$ cat src/rtl/cam_pkg.sv
// ---------------------------------------------------------------------------
// cam_pkg -- shared types and helpers for the RAM-based CAM.
//
// Contents:
//   cam_op_t      request opcode (SEARCH / INSERT / DELETE / CLEAR)
//   ctrl_state_t  state encoding of the per-slice BRAM controller
//   cam_word_t    widest bitmap word any slice may use
//   bitmap_update set or clear one entry bit of a bitmap word; shared by the
//                 slice controller and the multi-slice CAM top
// ---------------------------------------------------------------------------
package cam_pkg;

  typedef enum logic [1:0] {
    OP_SEARCH = 2'd0,
    OP_INSERT = 2'd1,
    OP_DELETE = 2'd2,
    OP_CLEAR  = 2'd3
  } cam_op_t;

  typedef enum logic [2:0] {
    ST_INIT,
    ST_IDLE,
    ST_RESP,
    ST_MOD,
    ST_CLR
  } ctrl_state_t;

  // Slices narrower than this zero-extend their word before calling the
  // helper and truncate the result back.
  localparam int unsigned CAM_WORD_MAX = 256;
  typedef logic [CAM_WORD_MAX-1:0]         cam_word_t;
  typedef logic [$clog2(CAM_WORD_MAX)-1:0] cam_bit_idx_t;

  function automatic cam_word_t bitmap_update(input cam_word_t    word,
                                              input cam_bit_idx_t idx,
                                              input logic         set);
    cam_word_t mask;
    mask = cam_word_t'(1) << idx;
    return set ? (word | mask) : (word & ~mask);
  endfunction

endpackage

$ cat src/rtl/cam_bram_ctrl.sv
// ---------------------------------------------------------------------------
// cam_bram_ctrl -- request front-end for one single-port BRAM slice of the
// RAM-based CAM. Each BRAM word is a bitmap with one bit per CAM entry; the
// BRAM address is a key chunk.
//
// Serialises onto the BRAM port:
//   SEARCH        read the bitmap at req_key, respond next cycle
//   INSERT/DELETE read, then write back with bit req_idx set/cleared
//   CLEAR         sweep every address to zero, respond on the last write
// After reset the same sweep (INIT) runs without a response.
//
// Ports:
//   clk, rst                  clock, synchronous active-high reset
//   req_valid/req_ready       request handshake (ready only in IDLE)
//   req_op/req_key/req_idx    opcode, key chunk (address), entry index
//   resp_valid                one-cycle response pulse, no backpressure
//   resp_match/hit/err        bitmap read, hit flag, index-range error
//   mem_en/wen/addr/din/dout  to the BRAM wrapper (1-cycle, read-first)
// ---------------------------------------------------------------------------
module cam_bram_ctrl
  import cam_pkg::*;
#(
  parameter int DEPTH = 512,
  parameter int WIDTH = 36
) (
  input  logic                     clk,
  input  logic                     rst,
  input  logic                     req_valid,
  output logic                     req_ready,
  input  cam_op_t                  req_op,
  input  logic [$clog2(DEPTH)-1:0] req_key,
  input  logic [$clog2(WIDTH)-1:0] req_idx,
  output logic                     resp_valid,
  output logic [WIDTH-1:0]         resp_match,
  output logic                     resp_hit,
  output logic                     resp_err,
  output logic                     mem_en,
  output logic                     mem_wen,
  output logic [$clog2(DEPTH)-1:0] mem_addr,
  output logic [WIDTH-1:0]         mem_din,
  input  logic [WIDTH-1:0]         mem_dout
);

  localparam int ADDR_W = $clog2(DEPTH);
  localparam int IDX_W  = $clog2(WIDTH);

  localparam logic [ADDR_W-1:0] LAST_ADDR = ADDR_W'(DEPTH - 1);
  // One extra bit so WIDTH itself is representable when it is a power of 2.
  localparam logic [IDX_W:0]    WIDTH_L   = (IDX_W + 1)'(WIDTH);

  ctrl_state_t       state;
  logic [ADDR_W-1:0] cnt;
  cam_op_t           op_q;
  logic [ADDR_W-1:0] key_q;
  logic [IDX_W-1:0]  idx_q;

  logic accept;
  logic idx_err;

  assign accept  = req_valid & req_ready;
  assign idx_err = {1'b0, idx_q} >= WIDTH_L;

  // NOTE: every register is written with <= so all flops sample the values
  // from before the edge; blocking assignments here would create ordering
  // races between blocks.
  always_ff @(posedge clk) begin
    if (rst) begin
      state <= ST_INIT;
      cnt   <= '0;
    end else begin
      case (state)
        ST_INIT, ST_CLR: begin
          cnt <= cnt + ADDR_W'(1);
          // Compare against the last address, not a wrap, so that a
          // non-power-of-2 DEPTH stops at the right word.
          if (cnt == LAST_ADDR) begin
            cnt   <= '0;
            state <= ST_IDLE;
          end
        end
        ST_IDLE: begin
          if (accept) begin
            cnt <= '0;
            case (req_op)
              OP_SEARCH: state <= ST_RESP;
              OP_CLEAR:  state <= ST_CLR;
              default:   state <= ST_MOD;
            endcase
          end
        end
        default: state <= ST_IDLE;
      endcase
    end
  end

  // NOTE: the captured request fields carry no reset; they are only read in
  // states that are entered through an accept, which always loads them.
  always_ff @(posedge clk) begin
    if (accept) begin
      op_q  <= req_op;
      key_q <= req_key;
      idx_q <= req_idx;
    end
  end

  // Outputs are decoded from state; the accept-cycle read and the response
  // data (taken straight from mem_dout) cannot be registered without adding
  // a cycle of latency.
  // NOTE: every output gets a default before the case so no path leaves one
  // unassigned, which would otherwise infer a latch.
  always_comb begin
    req_ready  = 1'b0;
    resp_valid = 1'b0;
    resp_match = '0;
    resp_hit   = 1'b0;
    resp_err   = 1'b0;
    mem_en     = 1'b0;
    mem_wen    = 1'b0;
    mem_addr   = cnt;
    mem_din    = '0;

    if (!rst) begin
      case (state)
        ST_INIT: begin
          mem_en  = 1'b1;
          mem_wen = 1'b1;
        end
        ST_CLR: begin
          mem_en     = 1'b1;
          mem_wen    = 1'b1;
          resp_valid = (cnt == LAST_ADDR);
        end
        ST_IDLE: begin
          req_ready = 1'b1;
          if (req_valid && req_op != OP_CLEAR) begin
            mem_en   = 1'b1;
            mem_addr = req_key;
          end
        end
        ST_RESP: begin
          resp_valid = 1'b1;
          resp_match = mem_dout;
          resp_hit   = |mem_dout;
        end
        ST_MOD: begin
          resp_valid = 1'b1;
          resp_match = mem_dout;
          resp_err   = idx_err;
          resp_hit   = ~idx_err & mem_dout[idx_q];
          // Duplicate INSERT / absent DELETE still rewrite the word; it is
          // simply unchanged.
          if (!idx_err) begin
            mem_en   = 1'b1;
            mem_wen  = 1'b1;
            mem_addr = key_q;
            mem_din  = WIDTH'(bitmap_update({{(CAM_WORD_MAX - WIDTH){1'b0}}, mem_dout},
                                            cam_bit_idx_t'(idx_q),
                                            op_q == OP_INSERT));
          end
        end
        default: ;
      endcase
    end
  end

endmodule

$ cat config.mk
export PLATFORM = sky130hd
export DESIGN_NAME = cam_bram_ctrl
export DESIGN_NICKNAME = d
export VERILOG_FILES = /design/src/rtl/cam_pkg.sv /design/src/rtl/cam_bram_ctrl.sv
export SDC_FILE = /design/constraint.sdc
export NUM_CORES = 1
export LEC_CHECK = 0
export CELL_PAD_IN_SITES_DETAIL_PLACEMENT = 0
export CELL_PAD_IN_SITES_GLOBAL_PLACEMENT = 1
export CORE_MARGIN = 2
export CORE_UTILIZATION = 26
export CTS_CLUSTER_SIZE = 30
export DETAILED_ROUTE_END_ITERATION = 10
export PLACE_DENSITY = 0.82
export RECOVER_POWER = 100
export SETUP_SLACK_MARGIN = 0.02
export SLEW_MARGIN = 0
export SYNTH_ARGS = -nofsm -noshare
export SYNTH_HDL_FRONTEND = slang
export SYNTH_SLANG_ARGS = --single-unit
$ cat constraint.sdc
create_clock -name clk -period 1.9 [get_ports clk]
set_input_delay 0.38 -clock clk [delete_from_list [all_inputs] [get_ports clk]]
set_output_delay 0.38 -clock clk [all_outputs]
set_load 0.1 [all_outputs]
==> Yosys cells after proc, flatten, opt, wreduce, memory -nomap -nowiden <==
Index checks and enable logic that the tools add are counted.
{ "totals": {"romBits": 0, "n_memories": 0, "latch_bits": 0, "reg_bits": 29, "ramBits": 0} }
{ "classes": {"mux": 33, "n_div": 0, "magnitude_cmp": 2, "n_bitwise": 6, "n_eq_ne": 10, "n_shift": 1, "add_sub_neg": 1, "n_reduce_logical": 9, "multipliers": 0} }
{ "ops": {"columns": ["cell", "n"], "rows": [
  ["$mux W36", 6],
  ["$mux W9", 5],
  ["$and A36 B36 Y36", 1],
  ["$not A36 Y36", 1],
  ["$or A36 B36 Y36", 1],
  ["$pmux W9 S2", 2],
  ["$reduce_or A36 Y1", 1],
  ["$shl A1 B6 Y36 const A", 1],
  ["$pmux W3 S2", 2],
  ["$mux W1", 11],
  ["$add A9 B1 Y9 const B", 1],
  ["$eq A9 B9 Y1 const B", 1],
  ["$lt A6 B7 Y1 const B", 1],
  ["$bmux W1 S6", 1],
  ["$eq A3 B2 Y1 const B", 2],
  ["$ge A6 B6 Y1 const B", 1],
  ["$mux W3", 2],
  ["$pmux W1 S2", 3],
  ["$ne A2 B2 Y1 const B", 2],
  ["$reduce_and A2 Y1", 2],
  ["$reduce_or A2 Y1", 2],
  ["$eq A3 B1 Y1 const B", 1],
  ["$eq A3 B3 Y1 const B", 1],
  ["$logic_not A3 Y1", 1],
  ["9 further kinds", 10]
]} }

==> Logic depth before layout (Yosys ltp) <==
{ "depth": {"ltp_word": 7, "mapped_depth": 8} }

==> Worst setup path after synthesis <==
No wires, ideal clock.
{ "synth_timing": {"path_type": "flip-flop to output port", "startpoint": "register idx_q[4]", "endpoint": "output mem_addr[0]", "arrival_ps": 3396, "setup_slack_ps": -1876, "path_stages_with_launch": 7, "cell_sequence": "edfxtp_1 > buf_2 > o31ai_2 > and3_1 > buf_4 > a22oi_1 > o21ai_0"} }
{ "synth_via": {"elab_chain_len": 4} }
{ "synth_lines": {"columns": ["item", "line", "rtl"], "rows": [
  ["start, declared", "cam_bram_ctrl.sv:55", "logic [IDX_W-1:0] idx_q;"],
  ["start signal, assigned", "cam_bram_ctrl.sv:102", "idx_q <= req_idx;"],
  ["$ge A6 B6 Y1", "cam_bram_ctrl.sv:61", "assign idx_err = {1'b0, idx_q} >= WIDTH_L;"],
  ["$mux W9", "cam_bram_ctrl.sv:152", "if (!idx_err) begin"],
  ["$pmux W9 S2", "cam_bram_ctrl.sv:123", "case (state)"],
  ["$mux W9", "cam_bram_ctrl.sv:122", "if (!rst) begin"],
  ["end, declared", "cam_bram_ctrl.sv:39", "output logic [$clog2(DEPTH)-1:0] mem_addr,"]
]} }
Every way passes these cells.

==> Final worst setup path <==
{ "layout_timing": {"startpoint": "input mem_dout[5]", "endpoint": "output resp_hit"} }
{ "layout_via": {"elab_chain_len": 5, "elab_cells_between_ends": 6, "cone_classes": "mux (4); bitwise (1); reduce/logical (1)"} }
{ "layout_lines": {"columns": ["item", "line", "rtl"], "rows": [
  ["start, declared", "cam_bram_ctrl.sv:41", "input logic [WIDTH-1:0] mem_dout"],
  ["$bmux W1 S6", "cam_bram_ctrl.sv:149", "resp_hit = ~idx_err & mem_dout[idx_q];"],
  ["$mux W1 (implied by the code)", "cam_bram_ctrl.sv:149", null],
  ["$and A1 B1 Y1", "cam_bram_ctrl.sv:149", null],
  ["$pmux W1 S2 (*)", "cam_bram_ctrl.sv:123", null],
  ["$mux W1 (*)", "cam_bram_ctrl.sv:122", null],
  ["end, declared", "cam_bram_ctrl.sv:35", "output logic resp_hit,"]
]} }
Mark *: on every way between the ends. The rest lies on a longest branch, timed or not. The select of a mux whose other input is x is not followed.

==> impl_metrics.py <==
metrics = {
    "outcome": {
        "status": "finished with violations",
        "failed_checks": "setup timing",
    },
    "synth": {
        "yosys.area.top_type_share": 0.166,
        "ys_ff_latch": 29,
        "yosys_warnings": 0,
        "ys_async_sr_fraction": 0,
        "synth_edf_count": 17,
        "synthTopCellsByCount": "nand2_1, a21oi_1, and2_1, nor2_1, o21ai_0",
        "netlist_area_um2": 3070,
        "synth_most_common_cell": "nand2_1",
        "synth_flop_cell": "edfxtp_1",
        "netlist_instances": 401,
        "yosys.area.top_type": "edfxtp_1",
        "ys_top_cells_by_area": "edfxtp_1, dfxtp_1, and2_1, nand2_1, a21oi_1",
        "synth_cell_types": 55,
        "synth_nets": 461,
        "avgSynthCellArea_um2": 7.65,
        "ys_seq_area_frac": 0.245,
    },
    "timing": {
        "period_minus_slack_ns": 2.49,
        "finalMaxSlewViolations": 0,
        "hold_viol_final": 0,
        "post-route-period-util": 1.31,
        "hold_ws_ns": 0.525,
        "max_freq_ghz": 0.402,
        "setup_viol": 93,
        "slew_headroom": 0.679,
        "tightest_slew_ns": 0.481,
        "rsz0062_at_grt": "yes",
        "finalWorstSetupSlack_ns": -0.588,
        "final.setup_skew_ns": 0.00739,
    },
    "finish": {
        "multi_input_area_um2": 3210,
        "final-seq-area_um2": 771,
        "fillerInstances": 711,
        "nNetsFinal": 743,
        "antennaDiodeCount": 0,
        "syn_to_final_growth_pct": 172,
        "layout-drive-gt1-share": 0.686,
    },
    "detailed_routing": {
        "first_iter_violations": 237,
        "vias": 4501,
        "drc": 0,
        "final_antenna_net_count": 0,
        "wl_per_cell_um": 20.7,
        "drt_wl_total_mm": 17.1,
        "drt_pass1_iterations": 4,
        "via_per_inst": 5.44,
    },
    "global_routing": {
        "gr-usage-met1": 0.278,
        "overflow": 0,
        "grt_use_met2": 0.461,
        "grtUsageMet3": 0.0319,
        "grt_pass1_vias": 4720,
        "grt.busiest_layer": "met2",
        "grt_pass1_wl_mm": 24.8,
        "grt_start_max_net_pins": 37,
        "antenna_found_initial": 0,
        "track_usage": 0.243,
    },
    "flow_run": {
        "drv_cap": 0,
    },
    "worst_setup_path": {
        "crit_path_start_kind": "input port",
        "required_ns": 1.52,
        "cpPeakStageDelay_ns": 0.49,
        "crit_chain": "clkdlybuf4s50_1 > nor4_2 > nand3_1 > o311ai_1 > nand4_1 > buf_12",
        "worstPathArrival_ns": 2.11,
        "crit_slowest_cell": "clkdlybuf4s50_1",
        "critPathKind": "input port to primary output",
        "crit_fanout": 3,
        "endpoint_kind": "primary output",
    },
    "clocking": {
        "numCtsBuffers": 5,
        "cts.sinks": 29,
        "tritoncts": "yes",
        "h-tree-depth": 2,
        "clk_path_buf_depth": 2,
        "cts_root_buf": "clkbuf_16",
        "hold_buffers": 0,
        "clk_latency_ns": 0.28,
        "clk_pin_slew_ns": 0.05,
    },
    "place": {
        "place.gp.congestion": 0.871,
        "portBuffers": 142,
        "pre_cts_ws_ns": -0.738,
        "dpl.hpwl_mm": 11.3,
    },
    "floorplanning": {
        "die_w_um": 113,
        "core_area_um2": 11500,
        "boundaryPins": 143,
        "rows": 39,
        "initial_utilization": 0.267,
        "design.die.area_um2": 12700,
        "die_h_um": 113,
    },
    "pwr": {
        "pwr-share-clk": 0.306,
        "p_leak_nw": 3.17,
        "power_density_nw_per_um2": 326,
        "p_sw_mw": 0.927,
        "ir_drop_v": 0.000629,
        "switching_share": 0.342,
        "p_total_mw": 2.71,
        "p_seq_frac": 0.272,
        "p_comb_frac": 0.422,
        "intPower_mw": 1.78,
    },
    "min_path": {
        "min_path_type": "flop to flop",
    },
}
per-layer routing:
layer,routed length (um),vias up,share of wire
met5,0,-,0
met1,6310,2202,0.37
li1,-,2043,-
met2,9250,204,0.54
met3,967,52,0.056
met4,594,0,0.035
worst max-delay path: cells and delay by family:
kind | cells | cell delay (ns)
AND/OR/NAND/NOR | 3 | 0.70
AO/OA/AOI/OAI | 1 | 0.31
buffers and inverters | 2 | 0.72
registers in the layout, summed over array words and instances (netlist names):
signal	flops
idx_q	6
key_q	9
state	3
op_q	2
cnt	9
power by group through the flow:
stage	registers (mW)	clock network [mW]	logic, mW
3_3_place_gp	0.756	0	0.978
6_report	0.738	0.829	1.15
3_5_place_dp	0.758	0	0.996
5_1_grt	0.740	0.865	1.20
4_1_cts	0.734	0.833	1.10
2_1_floorplan	0.747	0	0.513
cells in the final DEF (no fill, tap or decap), types with 16 or more instances in the layout:
master         Yosys  layout
a21oi_4            0      30
buf_6              2      33
nand2_2            0      16
nand2_1           51      34
buf_4              2     103
and2_4             0      36
edfxtp_1          17      17
buf_12             0     100
dlygate4sd2_1      0      19
path summary, 6_finish.rpt:
| check | startpoint | endpoint | slack (ns) | cells past startpoint |
|---|---|---|---|---|
| worst max-delay path | mem_dout[5] | resp_hit | -0.59 | 6 |
| worst min-delay path | cnt[6] | cnt[6] | 0.53 | 2 |
| worst max register to register | state[2] | cnt[7] | -0.03 | 8 |
| worst min register to register | cnt[6] | cnt[6] | 0.53 | 2 |
stage by stage:
stage          setup TNS (ns)  cells  cell area, um^2   util
6_report               -28.16    827             8330  0.726
5_1_grt                -32.88    827             8330  0.726
4_1_cts                -25.28    811             7910  0.690
3_5_place_dp           -34.08    775             7100  0.619
3_3_place_gp           -32.66    775             7100  0.619
2_1_floorplan          -17.45    401             3850      -
final cells by class:
cell class | instances | area share
clock buffers | 7 | 0.0183
clock inverters | 1 | 0.000601
inverters | 4 | 0.00180
multi-input cells | 334 | 0.385
flip-flops and latches | 29 | 0.0925
well taps | 143 | 0.0215
repair buffers | 309 | 0.480
logic make-up after synthesis:
group                    share of synthesized area
multiplexers                                 0.117
AND/OR/NAND/NOR                              0.355
XOR/XNOR                                   0.00857
buffers and inverters                       0.0604
adder cells (fa/ha/maj)                     0.0163
flip-flops                                   0.245
AO/OA/AOI/OAI                                0.198
repair_timing:
| item | in CTS | in global routing |
|---|---|---|
| resized for setup | 128 | 85 |
| gates cloned | 8 | 2 |
| setup endpoints to repair | 94 | 94 |
| setup buffers | 20 | 18 |
| pin swaps | 47 | 54 |
| hold endpoints to repair | 0 | 0 |
No activity file was read; power rests on OpenSTA's default activity.
